### src/rtl/vga_sync_gen.sv
// VGA timing generator: free-running line/frame counters with a registered decode of
// sync, active-area flag, 1-based active coordinates and a frame-start pulse.
module vga_sync_gen #(
  parameter int unsigned H_VISIBLE = 640,
  parameter int unsigned H_FRONT   = 16,
  parameter int unsigned H_SYNC    = 96,
  parameter int unsigned H_BACK    = 48,
  parameter int unsigned V_VISIBLE = 480,
  parameter int unsigned V_FRONT   = 10,
  parameter int unsigned V_SYNC    = 2,
  parameter int unsigned V_BACK    = 33
) (
  input  logic        VGA_CLK,
  input  logic        RESET,
  output logic        oVGA_HS,
  output logic        oVGA_VS,
  output logic        SYNC_COLOR,
  output logic [10:0] Current_X,
  output logic [10:0] Current_Y,
  output logic        oFRAME_START
);

  localparam int unsigned HTotal = H_SYNC + H_BACK + H_VISIBLE + H_FRONT;
  localparam int unsigned VTotal = V_SYNC + V_BACK + V_VISIBLE + V_FRONT;

  localparam logic [10:0] HLast     = 11'(HTotal - 1);
  localparam logic [10:0] VLast     = 11'(VTotal - 1);
  localparam logic [10:0] HSyncEnd  = 11'(H_SYNC);
  localparam logic [10:0] VSyncEnd  = 11'(V_SYNC);
  localparam logic [10:0] HActStart = 11'(H_SYNC + H_BACK);
  localparam logic [10:0] VActStart = 11'(V_SYNC + V_BACK);
  localparam logic [10:0] HActEnd   = 11'(H_SYNC + H_BACK + H_VISIBLE);
  localparam logic [10:0] VActEnd   = 11'(V_SYNC + V_BACK + V_VISIBLE);

  logic [10:0] r_h_cnt, r_v_cnt;
  logic        r_hs, r_vs, r_color, r_fs;
  logic [10:0] r_x, r_y;

  logic        w_h_wrap, w_v_wrap;
  logic [10:0] w_h_nxt, w_v_nxt;
  logic        w_hs, w_vs, w_h_act, w_v_act, w_color, w_fs;
  logic [10:0] w_x, w_y;

  always_comb begin
    w_h_wrap = (r_h_cnt == HLast);
    w_v_wrap = (r_v_cnt == VLast);
    w_h_nxt  = w_h_wrap ? 11'd0 : r_h_cnt + 11'd1;
    w_v_nxt  = r_v_cnt;
    if (w_h_wrap) begin
      w_v_nxt = w_v_wrap ? 11'd0 : r_v_cnt + 11'd1;
    end
  end

  // Decode of the current (pre-edge) count; registered below for one-cycle latency.
  always_comb begin
    w_hs    = (r_h_cnt >= HSyncEnd);
    w_vs    = (r_v_cnt >= VSyncEnd);
    w_h_act = (r_h_cnt >= HActStart) && (r_h_cnt < HActEnd);
    w_v_act = (r_v_cnt >= VActStart) && (r_v_cnt < VActEnd);
    w_color = w_h_act && w_v_act;
    w_x     = w_color ? (r_h_cnt - HActStart + 11'd1) : 11'd0;
    w_y     = w_color ? (r_v_cnt - VActStart + 11'd1) : 11'd0;
    w_fs    = (r_h_cnt == 11'd0) && (r_v_cnt == 11'd0);
  end

  always_ff @(posedge VGA_CLK or negedge RESET) begin
    if (!RESET) begin
      r_h_cnt <= 11'd0;
      r_v_cnt <= 11'd0;
      r_hs    <= 1'b1;
      r_vs    <= 1'b1;
      r_color <= 1'b0;
      r_x     <= 11'd0;
      r_y     <= 11'd0;
      r_fs    <= 1'b0;
    end else begin
      r_h_cnt <= w_h_nxt;
      r_v_cnt <= w_v_nxt;
      r_hs    <= w_hs;
      r_vs    <= w_vs;
      r_color <= w_color;
      r_x     <= w_x;
      r_y     <= w_y;
      r_fs    <= w_fs;
    end
  end

  assign oVGA_HS      = r_hs;
  assign oVGA_VS      = r_vs;
  assign SYNC_COLOR   = r_color;
  assign Current_X    = r_x;
  assign Current_Y    = r_y;
  assign oFRAME_START = r_fs;

endmodule

### config.mk
export PLATFORM = sky130hd
export DESIGN_NAME = vga_sync_gen
export DESIGN_NICKNAME = d
export VERILOG_FILES = /design/src/rtl/vga_sync_gen.sv
export SDC_FILE = /design/constraint.sdc
export NUM_CORES = 1
export LEC_CHECK = 0
export CORE_MARGIN = 4
export CORE_UTILIZATION = 50
export CTS_CLUSTER_SIZE = 30
export DETAILED_ROUTE_END_ITERATION = 8
export GPL_TIMING_DRIVEN = 0
export MAX_ROUTING_LAYER = met4
export PLACE_DENSITY = 0.78
export RECOVER_POWER = 25
export SLEW_MARGIN = 30
export SYNTH_ARGS = -nofsm -noshare
export SYNTH_HDL_FRONTEND = slang
export SYNTH_SLANG_ARGS = --single-unit
### constraint.sdc
create_clock -name VGA_CLK -period 2 [get_ports VGA_CLK]
set_clock_uncertainty 0.05 [all_clocks]
set_input_delay 0.4 -clock VGA_CLK [delete_from_list [all_inputs] [get_ports VGA_CLK]]
set_output_delay 0.4 -clock VGA_CLK [all_outputs]
set_load 0.005 [all_outputs]
==> impl_metrics.tcl <==
set metrics [dict create \
    finalSetupTns_ps 0 \
    drt_iter0_drc 176 \
    fin_ws_ps 97.9 \
    syn-num-nets 234 \
    rrSetupSlack_ps 100 \
    switching_share_pct 19.3 \
    grt_max_degree 49 \
    post-route-period-util_pct 95.1 \
    design_area_um2 2850 \
    sequentialPowerShare_pct 55.4 \
    die_w_um 76.2 \
    synth-edff-count 0 \
    use_met1_pct 22.7 \
    critPathLaunch "r_v_cnt[6]$_DFFE_PN0P_" \
    syn_area_um2 2330 \
    use_met3_pct 2.84 \
    gp_congestion 0.874 \
    holdCritPathClass "input pin to asynchronous set/reset pin" \
    core-area_um2 4440 \
    worst-path-buf-inv 2 \
    synth-compound-area-share_pct 8.38 \
    worst_ep_required_time_ps 2130 \
    synth-xor-area-share_pct 8.28 \
    synth_top_family_by_area "simple AND/OR/NAND/NOR gates" \
    ctsRootBufferMaster "clkbuf_8" \
    p_clk_share_pct 43.5 \
    cts_buffer_depth 2 \
    areaGrowthSynthToFinish_pct 22.5 \
    yosys.area_share.simple_pct 20.6 \
    fillers 369 \
    p_switching_uw 339 \
    crit_end "Current_Y[7]$_DFF_PN0_" \
    dr.pass1.iters 4 \
    cts_num_sinks 48 \
    place_hpwl_um 3060 \
    path_clk_slew_ps 90 \
    leakage_nw 1.34 \
    yosysWarnings 0 \
    grt_overflow 0 \
    cts_tree "done" \
    async_flop_share_pct 100 \
    synth-seq-cells 48 \
    comb_power_share_pct 1.2 \
    synth_fa_ha_area_share_pct 4.30 \
    rows 24 \
    finalMaxSlewViolations 0 \
    r2r-start "r_v_cnt[6]$_DFFE_PN0P_" \
    path_depth 6 \
    p_int_mw 1.41 \
    ir_worst_vdd_mv 0.347 \
    wl_um 4730 \
    vias 1776 \
    initial_utilization_pct 52.4 \
    arrival_ps 2040 \
    worstPathCellList "buf_2 > nor4_2 > nand3_1 > nand4b_1 > buf_2 > nor2_1" \
    final_cell_mix "dfrtp_1, nor2_1, clkdlybuf4s50_1" \
    mostFrequentLayoutCell "dfrtp_1" \
    cts_buffers 5 \
    max_stage_delay_ps 490 \
    portBuffers 27 \
    num_io_pins 28 \
    synth_flop_cell "dfrtp_1" \
    crit_family "simple AND/OR/NAND/NOR gates" \
    startpoint_type "flip-flop" \
    post-place-ws_ps -303 \
    synthCells 224 \
    synth_cell_types 44 \
    worst_setup_path_end_kind "flip-flop" \
    cap_violations 0 \
    htreeDepth 2 \
    drc 0 \
    crit_path_top_delay_cell "nor4_2" \
    tightest_slew_ps 1150 \
    cp_max_fo 10 \
    grt_pass1_vias 1737 \
    grt-busiest-layer "met2" \
    synth_mux_area_share_pct 0.860 \
    vias_per_cell 5.62 \
    hold_buffers 0 \
    grt_use_total_pct 17.4 \
    reg2reg_to "Current_Y[7]$_DFF_PN0_" \
    powerDensity_nw_per_um2 615 \
    wire_per_inst_um 15.0 \
    relSlewSlack_pct 23.4 \
    finalHoldViolations 0 \
    die-area_um2 5810 \
    period_minus_slack_ps 1900 \
    nets 273 \
    grt_use_met2_pct 27.1 \
    stdcell_count 316 \
    die_h_um 76.2 \
    setup_viol 0 \
    grt_antenna_before_repair 0 \
    placed_area_um2 2660 \
    grt_pass1_wl_um 7960 \
    clock_latency_ps 300 \
    status "completed" \
    insertedDiodeCount 0 \
    place_inst 303 \
    syn_avg_cell_area_um2 10.4 \
    yosysSeqAreaShare_pct 51.7 \
    cp_common_cell "buf_2" \
    final_layout_size_suffix_gt1_share_pct 17.0 \
    ant_nets 0 \
    crit_type "flip-flop to flip-flop" \
    max_freq_mhz 526 \
    rr_worst_depth 6 \
]
-- through the flow --
step	total power [mW]	utilization, %	hold slack (ps)
floorplan	0.991	-	54.4
global placement	1.01	59.9	481
detailed placement	1.01	59.9	397
CTS	1.76	63.7	80.1
global route	1.80	64.2	387
finish	1.75	64.2	268
-- synth_stat cells (all sizes together) (2+ instances only) --
library cell / n / area [um^2]
nand2: 17 / 63.8
dfstp: 2 / 52.6
a21oi: 6 / 37.5
nor4: 4 / 46.3
and3: 5 / 31.3
nor2b: 2 / 12.5
clkbuf: 2 / 8.75
nand4: 8 / 50.1
a21boi: 3 / 22.5
nor2: 29 / 109
nor3: 8 / 45.0
buf: 13 / 86.3
xor2: 7 / 61.3
and4: 2 / 17.5
inv: 10 / 37.5
dfrtp: 46 / 1150
a31oi: 4 / 25.0
mux2i: 2 / 20.0
ha: 8 / 100
xnor2: 15 / 131
o21ai: 7 / 35.0
nand3: 10 / 50.1
-- worst register-to-register path: cells and delay by family (launching register included) --
| kind | cells | cell delay [ps] |
|---|---|---|
| buffers and inverters | 2 | 440 |
| AND/OR/NAND/NOR | 4 | 930 |
| flip-flops | 1 | 360 |
-- worst min-delay path by stage --
| stage | endpoint | start |
|---|---|---|
| 2_1_floorplan | Current_X[0]$_DFF_PN0_ | RESET |
| 3_3_place_gp | r_v_cnt[10]$_DFFE_PN0P_ | r_v_cnt[10]$_DFFE_PN0P_ |
| 3_5_place_dp | Current_X[10]$_DFF_PN0_ | RESET |
| 4_1_cts | Current_X[10]$_DFF_PN0_ | RESET |
| 5_1_grt | Current_X[10]$_DFF_PN0_ | RESET |
| 6_report | Current_X[10]$_DFF_PN0_ | RESET |
-- repair_timing --
action / CTS / global route
setup buffers: 4 / 1
pin swaps: 1 / 0
endpoints found under the setup margin: 22 / 22
resized for setup: 3 / 4
-- sequential cells by signal, summed over array words and instances (netlist names) --
| name | cells |
|---|---|
| r_h_cnt | 11 |
| oFRAME_START | 1 |
| r_v_cnt | 11 |
| oVGA_HS | 1 |
| SYNC_COLOR | 1 |
| oVGA_VS | 1 |
| Current_Y | 11 |
| Current_X | 11 |
-- kinds of logic (layout without fill, tap and decap cells) --
kind of cell,after synthesis,in the layout
compound gates,28,28
xor+xnor,22,22
fa+ha+maj,8,8
buf+inv,25,65
flops,48,48
mux,2,2
other cells,1,1
simple gates,90,90
-- power groups by stage --
stage | clock network (mW) | logic (mW) | registers (mW)
2_1_floorplan | 0 | 0.000163 | 0.991
3_3_place_gp | 0 | 0.0232 | 0.990
3_5_place_dp | 0 | 0.0229 | 0.990
4_1_cts | 0.767 | 0.0230 | 0.971
5_1_grt | 0.803 | 0.0254 | 0.971
6_report | 0.762 | 0.0204 | 0.971
-- routing by layer --
| metal | wire (um) | up-vias |
|---|---|---|
| li1 | - | 837 |
| met1 | 2150 | 864 |
| met2 | 2250 | 64 |
| met3 | 228 | 11 |
| met4 | 98 | 0 |
| met5 | 0 | - |
-- layout make-up --
cell class                 instances  area (um^2)  area share [%]
sequential                        48         1210            42.3
buffer                            15         95.1            3.33
clock buffer                       7         96.3            3.38
tap                               52         65.1            2.28
multi-input combinational        151         1020            35.7
inverter                          10         37.5            1.32
timing repair buffer              32          303            10.6
clock inverter                     1         30.0            1.05
No activity file was read; power rests on OpenSTA's default activity.
